**src/rtl/imem_loader.sv**
```systemverilog
// imem_loader: boot-time instruction memory writer.
// Takes a header byte (word count, 0 = full capacity) followed by a
// little-endian byte stream. It writes each assembled 32-bit word to
// sequential addresses starting at 0. The core stays held until the
// last word has been written.
module imem_loader #(
  parameter int ADDR_WIDTH = 6,
  parameter int DATA_WIDTH = 32,
  parameter int MAX_WORDS  = 64
) (
  input  logic                  clk,
  input  logic                  reset,
  input  logic                  start,
  input  logic [7:0]            byte_in,
  input  logic                  byte_valid,
  output logic                  byte_ready,
  output logic                  wr_en,
  output logic [ADDR_WIDTH-1:0] wr_addr,
  output logic [DATA_WIDTH-1:0] wr_data,
  output logic                  cpu_hold,
  output logic                  busy,
  output logic                  done,
  output logic [ADDR_WIDTH:0]   word_count
);

  localparam int CNT_W = ADDR_WIDTH + 1;

  typedef enum logic [2:0] {
    S_IDLE,
    S_HEADER,
    S_COLLECT,
    S_WRITE,
    S_DONE
  } state_t;

  state_t                state;
  logic [1:0]            lane;
  logic [DATA_WIDTH-9:0] word_acc;   // lanes 0..2; lane 3 goes straight to wr_data
  logic [CNT_W-1:0]      target;     // programmed word count N
  logic [CNT_W-1:0]      count_inc;
  logic                  xfer;

  // Header decode: the low ADDR_WIDTH bits give N, where zero means full capacity.
  function automatic logic [CNT_W-1:0] decode_count(input logic [7:0] hdr);
    logic [ADDR_WIDTH-1:0] n;
    n = hdr[ADDR_WIDTH-1:0];
    if (n == '0) decode_count = CNT_W'(MAX_WORDS);
    else         decode_count = {1'b0, n};
  endfunction

  // Handshake and next word count, used by the state machine.
  always_comb begin
    xfer      = byte_valid && byte_ready;
    count_inc = word_count + CNT_W'(1);
  end

  // Loader state machine; every output is a register updated here.
  always_ff @(posedge clk) begin
    if (!reset) begin
      state      <= S_IDLE;
      lane       <= 2'd0;
      word_acc   <= '0;
      target     <= '0;
      byte_ready <= 1'b0;
      wr_en      <= 1'b0;
      wr_addr    <= '0;
      wr_data    <= '0;
      cpu_hold   <= 1'b1;
      busy       <= 1'b0;
      done       <= 1'b0;
      word_count <= '0;
    end else begin
      wr_en <= 1'b0;
      case (state)
        S_IDLE, S_DONE: begin
          if (start) begin
            state      <= S_HEADER;
            byte_ready <= 1'b1;
            busy       <= 1'b1;
            done       <= 1'b0;
            cpu_hold   <= 1'b1;
            wr_addr    <= '0;
            word_count <= '0;
          end
        end

        S_HEADER: begin
          if (xfer) begin
            target <= decode_count(byte_in);
            lane   <= 2'd0;
            state  <= S_COLLECT;
          end
        end

        S_COLLECT: begin
          if (xfer) begin
            lane <= lane + 2'd1;
            case (lane)
              2'd0: word_acc[7:0]   <= byte_in;
              2'd1: word_acc[15:8]  <= byte_in;
              2'd2: word_acc[23:16] <= byte_in;
              default: begin
                // Last lane: present the word and strobe the write next cycle.
                wr_data    <= {byte_in, word_acc};
                wr_en      <= 1'b1;
                byte_ready <= 1'b0;
                state      <= S_WRITE;
              end
            endcase
          end
        end

        S_WRITE: begin
          // The address wraps naturally after the last word of a full-size load.
          word_count <= count_inc;
          wr_addr    <= wr_addr + ADDR_WIDTH'(1);
          lane       <= 2'd0;
          if (count_inc == target) begin
            state    <= S_DONE;
            busy     <= 1'b0;
            done     <= 1'b1;
            cpu_hold <= 1'b0;
          end else begin
            state      <= S_COLLECT;
            byte_ready <= 1'b1;
          end
        end

        default: begin
          state      <= S_IDLE;
          byte_ready <= 1'b0;
          busy       <= 1'b0;
        end
      endcase
    end
  end

endmodule

```
**config.mk**
```make
export PLATFORM = sky130hd
export DESIGN_NAME = imem_loader
export DESIGN_NICKNAME = d
export VERILOG_FILES = /design/src/rtl/imem_loader.sv
export SDC_FILE = /design/constraint.sdc
export NUM_CORES = 1
export LEC_CHECK = 0
export BUFFER_PORTS_ARGS = -buffer_cell sky130_fd_sc_hd__buf_2
export CAP_MARGIN = 20
export CORE_UTILIZATION = 45
export DETAILED_ROUTE_END_ITERATION = 8
export PLACE_DENSITY = 0.77
export REMOVE_ABC_BUFFERS = 1
export SETUP_SLACK_MARGIN = 0.02
export SLEW_MARGIN = 25
export SYNTH_ARGS = -nofsm -noshare
export SYNTH_HDL_FRONTEND = slang
export SYNTH_SLANG_ARGS = --single-unit
```
**constraint.sdc**
```tcl
create_clock -name clk -period 2.6 [get_ports clk]
set_input_delay 0.39 -clock clk [delete_from_list [all_inputs] [get_ports clk]]
set_output_delay 0.39 -clock clk [all_outputs]
set_load 0.01 [all_outputs]
```
Yosys cells after proc, flatten, opt, wreduce, memory -nomap -nowiden
Index checks and enable logic that the tools add are counted.
Storage, ports and cells
  word-level logic and storage cells: 80
  flip-flop bits (word level): 86
Operators by class
  mux-type cells: 26
  add/subtract/negate cells: 3
  eq/ne operators: 13
  bitwise gates (word level): 3
  reduce and logical (&&, ||, !) cells: 21
Operators with widths (number)
  3-bit AND reduction: 8
  3-bit two-way mux: 5
  7-bit two-way mux: 2
  7-bit case mux with 2 select lines: 1
  2-bit inequality test, second input constant: 6
  3-bit case mux with 4 select lines: 1
  6-bit case mux with 2 select lines: 1
  1-bit two-way mux: 8
  7-bit by 1-bit adder with 7-bit output, second input constant: 1
  7-bit == test: 1
  6-bit by 1-bit adder with 6-bit output, second input constant: 1
  3-bit by 2-bit == test with 1-bit output, second input constant: 2
  6-bit logical NOT: 1
  6-bit two-way mux: 1
  2-bit case mux with 3 select lines: 1
  5-bit AND reduction: 1
  2-bit two-way mux: 2
  1-bit case mux with 2 select lines: 2
  1-bit case mux with 4 select lines: 1
  2-bit AND reduction: 2
  4-bit AND reduction: 1
  2-bit OR reduction: 2
  3-bit by 1-bit == test with 1-bit output, second input constant: 1
  3-bit == test, second input constant: 1
  11 further kinds: 13

Depth between registers and ports, before layout
  depth after elaboration: 5
  mapped depth: 7
  gate-level depth less buffers: 6

Worst setup path before layout
Ideal clock, no wire load.
  path type: register to register
  start: register word_count[0]
  end: register cpu_hold
  cell stages (with the launch flop): 7
  clock period less this slack: 1.860 ns
  buffers on the path: 0
  slack: 0.740 ns
  arrival time: 1.727 ns
  cells stage by stage: dfxtp_1 > ha_1 > nand3_1 > or2_4 > xnor2_4 > nor4_4 > a31oi_1
Between the ends
  cells in the longest elaborated chain, start to end: 4
RTL lines
  from (decl): line 23  | output logic [ADDR_WIDTH:0] word_count
  from (signal assigned): line 115  | word_count <= count_inc;
  7-bit by 1-bit adder with 7-bit output: line 54  | count_inc = word_count + CNT_W'(1);
  7-bit == test: line 118  | if (count_inc == target) begin
  2-bit inequality test (no line)
  3-bit AND reduction (no line)
  to (signal assigned): line 68  | cpu_hold <= 1'b1;
  to (signal assigned): line 81  | cpu_hold <= 1'b1;
  to (signal assigned): line 122  | cpu_hold <= 1'b0;
  to (decl): line 20  | output logic cpu_hold,
Every way passes these cells.
A chain may end at the register's enable or synchronous reset.

Worst setup path in the final report
Ends and elaborated chain as after synthesis.

==> results.cfg <==
[timing]
worst_pin_slew_ns = 0.569
setup_ws_ns = 0.601
setup_viol = 0
relSlewSlack = 0.621
finalCritPeriodShare = 0.769
slew_viol_final = 0
setup_tns_ns = 0
rsz0062_at_grt = false
report.final.hold_viol_count = 0
layout_min_cycle_time_ns = 2.00
hold_ws_ns = 0.304
finClkSkew_ns = 0.00986
fmax_ghz = 0.500

[route]
drt_drc_violations_left = 0
ant_nets = 0
vias_per_cell = 5.18
first_pass_iters = 4
num_vias = 2888
wl_mm = 7.26
drt_iter0_markers = 167
wire_per_inst_um = 13.0

[critical_path]
cp_slowest_cell = dfxtp_1
crit_buf_inv = 0
path_depth = 6
crit_path_end_kind = register
reg2reg_slack_ns = 0.60
ff2ff_path_depth = 6
crit_chain = ha_1 > nand3_1 > or2_4 > xnor2_4 > nor4_4 > a31oi_1
critPathMaxStageDelay_ns = 0.45
worstPathArrival_ns = 2.21
criticalPathCategory = reg2reg
cp-start-kind = register
cp.required_ns = 2.81
worstPathMaxFanout = 7
critPathTopFamily = simple AND/OR/NAND/NOR gates

[power_and_ir_drop]
p_total_mw = 2.38
ir_drop_uv = 343
leakagePower_nw = 1.57
powerDensity_nw_per_um2 = 585

[clock_network]
cts_resized = 0
cts_max_path_buffers = 2
htreeDepth = 3
cts_tree = done
numCtsBuffers = 9
hold_buffers = 0
cts_sinks = 86
clkTransAtPathRegs_ns = 0.09
postCtsSetupRepairBufs = 0
root_buffer = clkbuf_8
clkLatencyLatePin_ns = 0.35

[logic_synthesis]
syn-cell-area_sq_um = 3540
synth_xor_area_frac = 0.0276
synth_top_family_by_area = simple AND/OR/NAND/NOR gates
synthAdderAreaFrac = 0.0212
yosys_warnings = 0
ys_ff_latch = 86
synth_mux_area_frac = 0.0908
synth_cell_types = 46
synthFlopType = dfxtp_1
synth_edf_count = 0
synth_cells = 404
syn_avg_cell_area_sq_um = 8.76
synth_compound_area_frac = 0.118
synth_simple_gate_area_share = 0.214
ys_seq_area_frac = 0.486
async_reset_ff_frac = 0

[global_routing]
grt_max_degree = 52
overflow = 0
antenna_found_initial = 0
grt_pass1_vias = 2661
grt_pass1_wl_mm = 12.4
grt_util_all_layers = 0.189

[layout]
multi_input_area_sq_um = 1670
finalNetCount = 472
synthToLayoutAreaGrowth_pct = 14.8
post-route-cell-area_sq_um = 4070
drive_gt1_frac = 0.192
fillers = 706
layout_common_cells = dfxtp_1 (86), nand2_1 (74), buf_2 (61)
regArea_sq_um = 1720
final_common_cell = dfxtp_1
fin_cells = 558
num_antenna_cells = 0
post-route-util = 0.546

[floorplan]
core_area_sq_um = 7450
die_x_um = 90.7
start_util = 0.475
die-area_sq_um = 8230
std_cell_rows = 31
ios = 62
die_h_um = 90.7

[worst_hold_path]
min_path_type = in2reg
hold_depth = 3

[run]
drv_cap = 0

[place]
dp_hpwl_mm = 4.86
dpl_cell_area_sq_um = 3870
dp_worst_setup_slack_ns = 0.587
io_buffers = 61
routabilityCongestion = 0.846
placedCellCount = 542

[outcome]
status = finished clean
-- where the power goes --
group	internal [mW]	switching [mW]	leakage, nW
Combinational	0.0383	0.0741	0.781
Sequential	1.32	0.0125	0.693
Clock	0.451	0.476	0.0973
Total	1.81	0.563	1.57
-- worst register-to-register path, stage by stage (launching register included) --
cell and delay [ns]:
dfxtp_1 0.45, ha_1 0.26, nand3_1 0.16, or2_4 0.32
xnor2_4 0.15, nor4_4 0.39, a31oi_1 0.13
-- synthesized netlist by cell type, types with 2 or more instances --
cell type | instances | area [sq um]
inv_1 | 2 | 7.51
and2_1 | 5 | 31.3
buf_4 | 4 | 30.0
nor3_1 | 6 | 30.0
xor2_1 | 3 | 26.3
buf_2 | 4 | 20.0
nand3_1 | 7 | 35.0
nand2_1 | 74 | 278
a22oi_1 | 2 | 15.0
buf_6 | 3 | 33.8
dfxtp_1 | 86 | 1720
and3b_1 | 2 | 17.5
a31oi_1 | 2 | 12.5
nor2_1 | 54 | 203
and3_1 | 2 | 12.5
mux2i_1 | 31 | 310
ha_1 | 6 | 75.1
o21ai_0 | 9 | 45.0
a31o_1 | 2 | 17.5
a211oi_1 | 3 | 22.5
xnor2_1 | 5 | 43.8
clkbuf_1 | 13 | 48.8
a21oi_1 | 51 | 255
nand3b_1 | 2 | 15.0
nand4_1 | 2 | 12.5
nand2b_1 | 4 | 25.0
-- registers in the layout (all words and copies together) (netlist names) --
name / flops
wr_data: 32
word_acc: 24
target: 7
word_count: 7
wr_addr: 6
state: 3
lane: 2
busy: 1
byte_ready: 1
cpu_hold: 1
done: 1
wr_en: 1
-- layer usage --
metal / routed length (um) / GRT usage
met5: 0 / 0
met4: 144 / 0.0914
met3: 276 / 0.0354
met2: 3560 / 0.307
met1: 3280 / 0.240
-- logic make-up after synthesis --
kind of cell	count (synthesis)
adders and majority gates	6
AOI/OAI and AO/OA	75
muxes	32
buffers and inverters	28
and+or+nand+nor	168
DFF	86
xor gates and xnor gates	9
-- layout make-up --
class / count / area share
clock buffer: 10 / 0.0314
clock inverter: 6 / 0.0169
inverter: 3 / 0.00277
multi-input combinational: 290 / 0.411
sequential: 86 / 0.424
tap: 99 / 0.0305
timing repair buffer: 64 / 0.0837
-- final timing paths --
path | to | startpoint
worst max-delay path | cpu_hold$_SDFFE_PN1P_ | word_count[0]$_SDFFE_PN0P_
worst min-delay path | wr_data[30]$_SDFFE_PN0P_ | byte_in[6]
worst max register to register | cpu_hold$_SDFFE_PN1P_ | word_count[0]$_SDFFE_PN0P_
worst min register to register | wr_data[17]$_SDFFE_PN0P_ | wr_data[17]$_SDFFE_PN0P_
Power figures use the tool's default switching activity.
